$ cat src/rtl/video_timing_detector.sv
// video_timing_detector: one-cycle DVI pixel pipeline with line/frame measurement and a lock FSM.
// Define TIMING_ERR_CNT_EN to build the saturating timing-error counter behind err_count.
module video_timing_detector #(
  parameter logic [10:0] EXP_HPIXELS = 11'd640,
  parameter logic [10:0] EXP_VLINES  = 11'd480,
  parameter int          LOCK_FRAMES = 2,
  parameter logic        SYNC_POL    = 1'b1
) (
  input  logic        clk,
  input  logic        reset,
  input  logic        de,
  input  logic        vsync,
  input  logic [23:0] pixel_in,
  output logic [23:0] pixel_out,
  output logic        pixel_valid,
  output logic [10:0] hcount,
  output logic [10:0] vcount,
  output logic        line_start,
  output logic        frame_start,
  output logic        locked,
  output logic        timing_err,
  output logic [15:0] err_count
);
  localparam logic [1:0]  S_SEARCH  = 2'd0;
  localparam logic [1:0]  S_MEASURE = 2'd1;
  localparam logic [1:0]  S_LOCKED  = 2'd2;
  localparam logic [10:0] CNT_MAX   = 11'd2047;
  localparam logic [2:0]  LOCK_N    = 3'(LOCK_FRAMES);

  logic        r_de_d, r_vs_d;
  logic [23:0] r_pixel;
  logic        r_valid, r_line_start, r_frame_start, r_timing_err;
  logic [10:0] r_hcount, r_vcount, r_line;
  logic        r_armed, r_frame_ok;
  logic [1:0]  r_state;
  logic [2:0]  r_match;

  logic        w_vs_act, w_vs_edge, w_de_rise, w_de_fall;
  logic [11:0] w_width, w_lines;
  logic        w_width_bad, w_count_bad, w_frame_match, w_err, w_lock_hit;
  logic [2:0]  w_match_inc, w_match_nxt;
  logic [1:0]  w_state_nxt;

  assign w_vs_act  = vsync == SYNC_POL;
  assign w_vs_edge = w_vs_act && (r_vs_d != SYNC_POL);
  assign w_de_rise = de && !r_de_d;
  assign w_de_fall = !de && r_de_d;

  // r_hcount still holds the last pixel index on the de falling edge, so width is index + 1
  assign w_width       = {1'b0, r_hcount} + 12'd1;
  assign w_lines       = {1'b0, r_line} + {11'd0, w_de_fall};
  assign w_width_bad   = w_de_fall && (w_width != {1'b0, EXP_HPIXELS});
  assign w_count_bad   = w_lines != {1'b0, EXP_VLINES};
  assign w_frame_match = r_frame_ok && !w_width_bad && !w_count_bad;
  assign w_err         = (r_state == S_LOCKED) &&
                         (w_width_bad || (w_vs_edge && w_count_bad) || (de && w_vs_act));
  assign w_match_inc   = r_match + 3'd1;
  assign w_lock_hit    = w_match_inc >= LOCK_N;

  always_comb begin
    w_state_nxt = r_state;
    w_match_nxt = r_match;
    if (w_err) begin
      w_state_nxt = S_SEARCH;
      w_match_nxt = 3'd0;
    end else if (w_vs_edge && r_state == S_SEARCH) begin
      w_state_nxt = S_MEASURE;
      w_match_nxt = 3'd0;
    end else if (w_vs_edge && r_state == S_MEASURE) begin
      w_state_nxt = (w_frame_match && w_lock_hit) ? S_LOCKED : S_MEASURE;
      w_match_nxt = (w_frame_match && !w_lock_hit) ? w_match_inc : 3'd0;
    end
  end

  always_ff @(posedge clk or posedge reset) begin
    if (reset) begin
      r_de_d        <= 1'b0;
      r_vs_d        <= ~SYNC_POL;
      r_pixel       <= 24'd0;
      r_valid       <= 1'b0;
      r_hcount      <= 11'd0;
      r_vcount      <= 11'd0;
      r_line        <= 11'd0;
      r_line_start  <= 1'b0;
      r_frame_start <= 1'b0;
      r_armed       <= 1'b0;
      r_frame_ok    <= 1'b0;
      r_timing_err  <= 1'b0;
      r_state       <= S_SEARCH;
      r_match       <= 3'd0;
    end else begin
      r_de_d        <= de;
      r_vs_d        <= vsync;
      r_pixel       <= pixel_in;
      r_valid       <= de;
      r_line_start  <= w_de_rise;
      r_frame_start <= w_de_rise && (w_vs_edge || r_armed);
      r_armed       <= w_de_rise ? 1'b0 : (w_vs_edge ? 1'b1 : r_armed);
      r_line        <= w_vs_edge ? 11'd0 : ((w_de_fall && r_line != CNT_MAX) ? r_line + 11'd1 : r_line);
      r_frame_ok    <= w_vs_edge ? 1'b1 : (w_width_bad ? 1'b0 : r_frame_ok);
      r_timing_err  <= w_err;
      r_state       <= w_state_nxt;
      r_match       <= w_match_nxt;
      if (de) begin
        r_hcount <= w_de_rise ? 11'd0 : ((r_hcount == CNT_MAX) ? CNT_MAX : r_hcount + 11'd1);
        r_vcount <= w_vs_edge ? 11'd0 : r_line;
      end
    end
  end

`ifdef TIMING_ERR_CNT_EN
  logic [15:0] r_err_cnt;
  always_ff @(posedge clk or posedge reset) begin
    if (reset) r_err_cnt <= 16'd0;
    else if (w_err && r_err_cnt != 16'hFFFF) r_err_cnt <= r_err_cnt + 16'd1;
  end
  assign err_count = r_err_cnt;
`else
  assign err_count = 16'd0;
`endif

  assign pixel_out   = r_pixel;
  assign pixel_valid = r_valid;
  assign hcount      = r_hcount;
  assign vcount      = r_vcount;
  assign line_start  = r_line_start;
  assign frame_start = r_frame_start;
  assign locked      = r_state == S_LOCKED;
  assign timing_err  = r_timing_err;
endmodule

$ cat config.mk
export PLATFORM = sky130hd
export DESIGN_NAME = video_timing_detector
export DESIGN_NICKNAME = d
export VERILOG_FILES = /design/src/rtl/video_timing_detector.sv
export SDC_FILE = /design/constraint.sdc
export NUM_CORES = 1
export LEC_CHECK = 0
export ABC_AREA = 1
export CAP_MARGIN = 15
export CORE_MARGIN = 3
export CORE_UTILIZATION = 40
export DETAILED_ROUTE_END_ITERATION = 6
export PLACE_DENSITY = 0.73
export SYNTH_ARGS = -nofsm -noshare
export SYNTH_HDL_FRONTEND = slang
export SYNTH_SLANG_ARGS = --single-unit
$ cat constraint.sdc
create_clock -name clk -period 2 [get_ports clk]
set_clock_uncertainty 0.05 [all_clocks]
set_input_delay 0.3 -clock clk [delete_from_list [all_inputs] [get_ports clk]]
set_output_delay 0.3 -clock clk [all_outputs]
set_load 0.01 [all_outputs]
==> flow_summary.ini, run 1 <==
[sta]
fmax_mhz = 498
setup_tns_ns = -0.00781
rsz0062_at_grt = yes
min_period_ns = 2.01
fin_crit_sh = 1.00
hold_viol = 0
setup_viol = 1
whs_ns = 0.297
timing.final.ws_setup_ns = -0.00781
final_max_slew_viol_count = 0

[cells_and_area]
seq_area_sq_um = 1730
syn_to_final_growth_pct = 39.2
fillers = 656
drive_gt1_frac = 0.162
multi_input_area_sq_um = 1210
fin_nets = 463
n_antenna_cell = 0
fin_util = 0.583

[run_status]
violations = negative setup slack
status = finished with violations

[power_and_ir_drop]
ir_worst_vdd_v = 0.000306
powerDensity_nw_per_um2 = 707
p_leak_nw = 1.86

[synth]
synthArstFlopShare = 1.00
synth_edf_count = 0
synth_warnings = 0
synthTopCellsByCount = nand2_1 (73), dfrtp_1 (69), inv_1 (29)
yosysUniqueCellTypes = 36
synth.area.top_cells = dfrtp_1 (56%), nand2_1 (8.8%), buf_4 (3.9%)
netlist_instances = 330
avgSynthCellArea_sq_um = 9.41
synth_most_common_cell = nand2_1
synth.largest_area_cell = dfrtp_1
synth_top_area_share = 0.556
ys_seq_area_frac = 0.556
netlist_area_sq_um = 3110
synth-seq-cells = 69
synth-main-ff-cell = dfrtp_1

[floorplan]
initial_utilization = 0.419
io_pins = 95
die_area_sq_um = 8860
die_w_um = 94.1
die_h_um = 94.1
coreArea_sq_um = 7410
fp-row-count = 31

[worst_setup_path]
startpoint_type = flop
cp.arrival_ns = 2.24
rr_endpoint = r_state[1]
endpoint_kind = flop
r2r-start = pixel_valid
reg2reg_depth = 13
crit_slowest_cell = dfrtp_2
max_stage_delay_ns = 0.41
crit_fanout = 4
worstSetupPathType = reg -> reg
worstSetupStartpoint = pixel_valid
worstPathCellList = inv_2, nor2_4, ha_4, ha_4, xor2_2, nor3_1, nand3b_1, nor2_4, buf_6, nand4_4, nor2_2, nor2_1, nor2_2
crit_required_ns = 2.23
r2r_setup_slack_ns = -0.008

[placed_design]
portBuffers = 78
dp_hpwl_mm = 5.16
gp_congestion = 0.904

[grt]
track_usage = 0.163
grt_max_degree = 41
grt_pass1_vias = 2478
grt_pass1_wl_mm = 11.1
grt_antenna_before_repair = 0
gr-total-overflow = 0

[routing]
dr.pass1.iters = 4
wire_per_inst_um = 12.8
routed_wl_mm = 6.83
vias = 2503
ant_nets = 0
via_per_inst = 4.70
drtIter0Drc = 68
route.detailed.drc = 0

[min_path]
hold_class = in -> async

[clocking]
clock_path_buffers = 2
cts_sinks = 69
clkLatencyLatePin_ns = 0.35
htree_num_levels = 3
cts_root_buf = clkbuf_8
hold_buffers = 0
numCtsBuffers = 9
cts_tree = yes
clk_pin_slew_ns = 0.08

[job]
cap_viol_max_count = 0
-- routing by layer --
metal | global-route usage | up-vias | routed length [um]
met5 | 0 | - | 0
met4 | 0.0782 | 0 | 82
met3 | 0.0473 | 9 | 373
met2 | 0.271 | 79 | 3340
met1 | 0.193 | 1177 | 3030
li1 | - | 1238 | -
-- worst max-delay path, delay by kind of cell (launching register included) --
family	cells	cell delay, ns
xor+xnor	1	0.14
fa+ha+maj	2	0.33
buf+inv	2	0.17
flops	1	0.41
simple gates	8	0.83
-- timing repair --
item,CTS,global route
setup buffers,0,2
resized for setup,1,8
endpoints found under the hold margin,0,0
endpoints found under the setup margin,2,6
pin swaps,1,3
-- sequential cells by signal (all words and copies together) (netlist names) --
name,cells
r_state,2
r_match,3
pixel_out,24
hcount,11
r_armed,1
line_start,1
vcount,11
r_vs_d,1
r_frame_ok,1
r_line,11
frame_start,1
timing_err,1
pixel_valid,1
-- layout make-up --
type	instances	share of cell area
timing repair buffer	93	0.210
clock buffer	9	0.0287
tap	99	0.0287
inverter	36	0.0321
multi-input combinational	220	0.279
clock inverter	6	0.0206
sequential	69	0.400
-- worst max-delay path by stage --
stage,end,slack [ns],cells past startpoint
after detailed placement,r_match[1],-0.41,13
final,r_state[1],-0.008,13
after global routing,r_state[1],-0.14,13
after CTS,r_match[1],0.005,13
after global placement,r_match[1],-0.40,13
after floorplan,r_match[1],0.01,14
-- power breakdown --
group	leakage (nW)	switching (mW)	internal [mW]
clock network	0.101	0.530	0.694
registers	0.885	0.0427	1.45
logic	0.877	0.163	0.175
total	1.86	0.736	2.32
-- logic make-up after synthesis --
logic type               Yosys count  share of synthesized area
AND/OR/NAND/NOR                  141                      0.217
adder cells (fa/ha/maj)            6                     0.0242
flip-flops                        69                      0.556
other                              1                    0.00121
buffers and inverters             56                     0.0870
AO/OA/AOI/OAI                     54                      0.106
XOR/XNOR                           3                    0.00846
-- metrics by stage --
| stage | worst slack (ns) | std cells | cell area, sq um | total power, mW |
|---|---|---|---|---|
| floorplan | 0.0118 | 345 | 3190 | 1.69 |
| global placement | -0.395 | 515 | 4070 | 1.85 |
| detailed placement | -0.414 | 515 | 4070 | 1.86 |
| CTS | 0.00505 | 530 | 4280 | 3.09 |
| global route | -0.139 | 532 | 4320 | 3.21 |
| finish | -0.00781 | 532 | 4320 | 3.06 |
-- layout by cell type (no fill, tap or decap), types with 8 or more instances in the layout --
master	instances
nor2_1	26
clkbuf_8	9
nor2_2	8
conb_1	16
inv_1	28
dfrtp_1	66
nand2_1	70
a21oi_1	15
buf_4	13
clkdlybuf4s50_1	77
o31ai_1	9
o21ai_0	11
No activity file was read; power rests on OpenSTA's default activity.
==> inputs of run 2 (changes only) <==
- CAP_MARGIN: 15 -> 40
- SLEW_MARGIN: not set -> 20
==> results of run 2 <==
No change in the layout: final DEF, timing and power equal those of run 1.
==> inputs of run 3 (changes only) <==
- CAP_MARGIN: 40 -> 20
- CORE_ASPECT_RATIO: not set -> 1.25
- SKIP_CTS_REPAIR_TIMING: not set -> 1
==> run 3 against run 2 <==
Compared with the run above:
- the run now ends clean
- sequential power hardly changed
- die area barely moved
- power is 1.3% lower
- via count up 2.5%
- hold slack worse by 0.035 ns
- non-clock buffer count is 3 higher
- worst setup slack improved by 0.042 ns
- sequential share of layout area barely moved
- global-route usage is 0.70 points higher
- cell area about the same
- core utilization is 0.30 points lower
- critical path depth unchanged
- critical path type unchanged
- critical endpoint unchanged
- largest power group unchanged
==> flow_summary.ini, run 3 (synthesis results as in run 1) <==
[routing]
via_per_inst = 4.85
vias = 2566
wire_per_inst_um = 13.6
drtIter0Drc = 168
route.detailed.drc = 0
dr.pass1.iters = 4
routed_wl_mm = 7.17
ant_nets = 0

[sta]
min_period_ns = 1.97
timing.final.ws_setup_ns = 0.0347
setup_tns_ns = 0
whs_ns = 0.262
fmax_mhz = 509
hold_viol = 0
rsz0062_at_grt = yes
setup_viol = 0
final_max_slew_viol_count = 0
fin_crit_sh = 0.983

[worst_setup_path]
startpoint_type = flop
crit_fanout = 4
crit_required_ns = 2.24
max_stage_delay_ns = 0.41
endpoint_kind = flop
worstPathCellList = inv_2, nor2_4, ha_4, ha_4, xor2_1, nor3_2, nand3b_1, nor2_4, buf_6, nand4_4, nor2_2, nor2_1, nor2_2
worstSetupPathType = reg -> reg
cp.arrival_ns = 2.21
crit_slowest_cell = dfrtp_2

[placed_design]
dp_hpwl_mm = 5.53
place_ws_ns = -0.400
gp_congestion = 0.905
dp.cells = 513
dpl_cell_area_sq_um = 4100
portBuffers = 78

[power_and_ir_drop]
ir_worst_vdd_v = 0.000433
powerDensity_nw_per_um2 = 698
totalPowerFinal_mw = 3.02
p_leak_nw = 1.89

[cells_and_area]
final_cell_mix = clkdlybuf4s50_1 (77), nand2_1 (72), dfrtp_1 (68)
largest_reg_flops = 24
n_antenna_cell = 0
fin_nets = 466
final_common_cell = clkdlybuf4s50_1
finalInstanceArea_sq_um = 4320
fin_util = 0.580
syn_to_final_growth_pct = 39.1
layout.cells.non_filler = 529
drive_gt1_frac = 0.160

[grt]
grt_max_degree = 24
grt_pass1_wl_mm = 12.1
track_usage = 0.170
grt_antenna_before_repair = 0
gr-total-overflow = 0
grt_pass1_vias = 2559

[clocking]
cts_sinks = 69
clock_path_buffers = 2
numCtsBuffers = 9
cts_root_buf = clkbuf_8
htree_num_levels = 3
clkLatencyLatePin_ns = 0.35
clk_pin_slew_ns = 0.09
cts_tree = yes

[floorplan]
die_w_um = 84.8
die_area_sq_um = 8860
initial_utilization = 0.417
coreArea_sq_um = 7440
io_pins = 95
die_h_um = 105
fp-row-count = 35

[run_status]
status = finished clean

[job]
cap_viol_max_count = 0

[min_path]
hold_class = in -> async
-- run 3: cell types whose count changed in the layout (fill, tap and decap cells not counted), sizes merged --
cell	before	now
buf	15	18
bufinv	2	1
clkinv	3	2
dlygate4sd2	1	0
dlymetal6s2s	0	1
inv	34	37
-- run 3: final timing paths --
path	startpoint	endpoint	slack, ns	cells after the start
worst max-delay path	pixel_valid	r_state[1]	0.03	13
worst min-delay path	reset	pixel_out[19]	0.26	2
worst max register to register	pixel_valid	r_state[1]	0.03	13
worst min register to register	vcount[5]	vcount[5]	0.44	2
max in group asynchronous	reset	r_frame_ok	1.06	3
min in group clk	pixel_in[23]	pixel_out[23]	0.33	1
-- run 3: worst max-delay path, delay by kind of cell (launching register included) --
kind	cells	cell delay, ns
and+or+nand+nor	8	0.79
DFF	1	0.41
adders and majority gates	2	0.33
buffers and inverters	2	0.19
xor gates and xnor gates	1	0.15
-- run 3: final cells by class --
cell class              count  area (sq um)
flip-flops and latches     69          1730
clock inverters             7          80.1
multi-input cells         220          1200
fillers                   652          3120
well taps                  92           115
repair buffers             96           935
clock buffers               9           124
inverters                  36           139
-- run 3: power breakdown --
part | internal (mW) | leakage, nW | switching, mW
clock network | 0.591 | 0.0968 | 0.584
registers | 1.45 | 0.888 | 0.0412
logic | 0.179 | 0.901 | 0.172
-- run 3: layer usage --
| metal | track usage | part of all wire | up-vias |
|---|---|---|---|
| met2 | 0.287 | 0.52 | 74 |
| met4 | 0.0724 | 0.026 | 0 |
| met1 | 0.205 | 0.41 | 1222 |
| met3 | 0.0420 | 0.046 | 20 |
| met5 | 0 | 0 | - |
| li1 | - | - | 1250 |
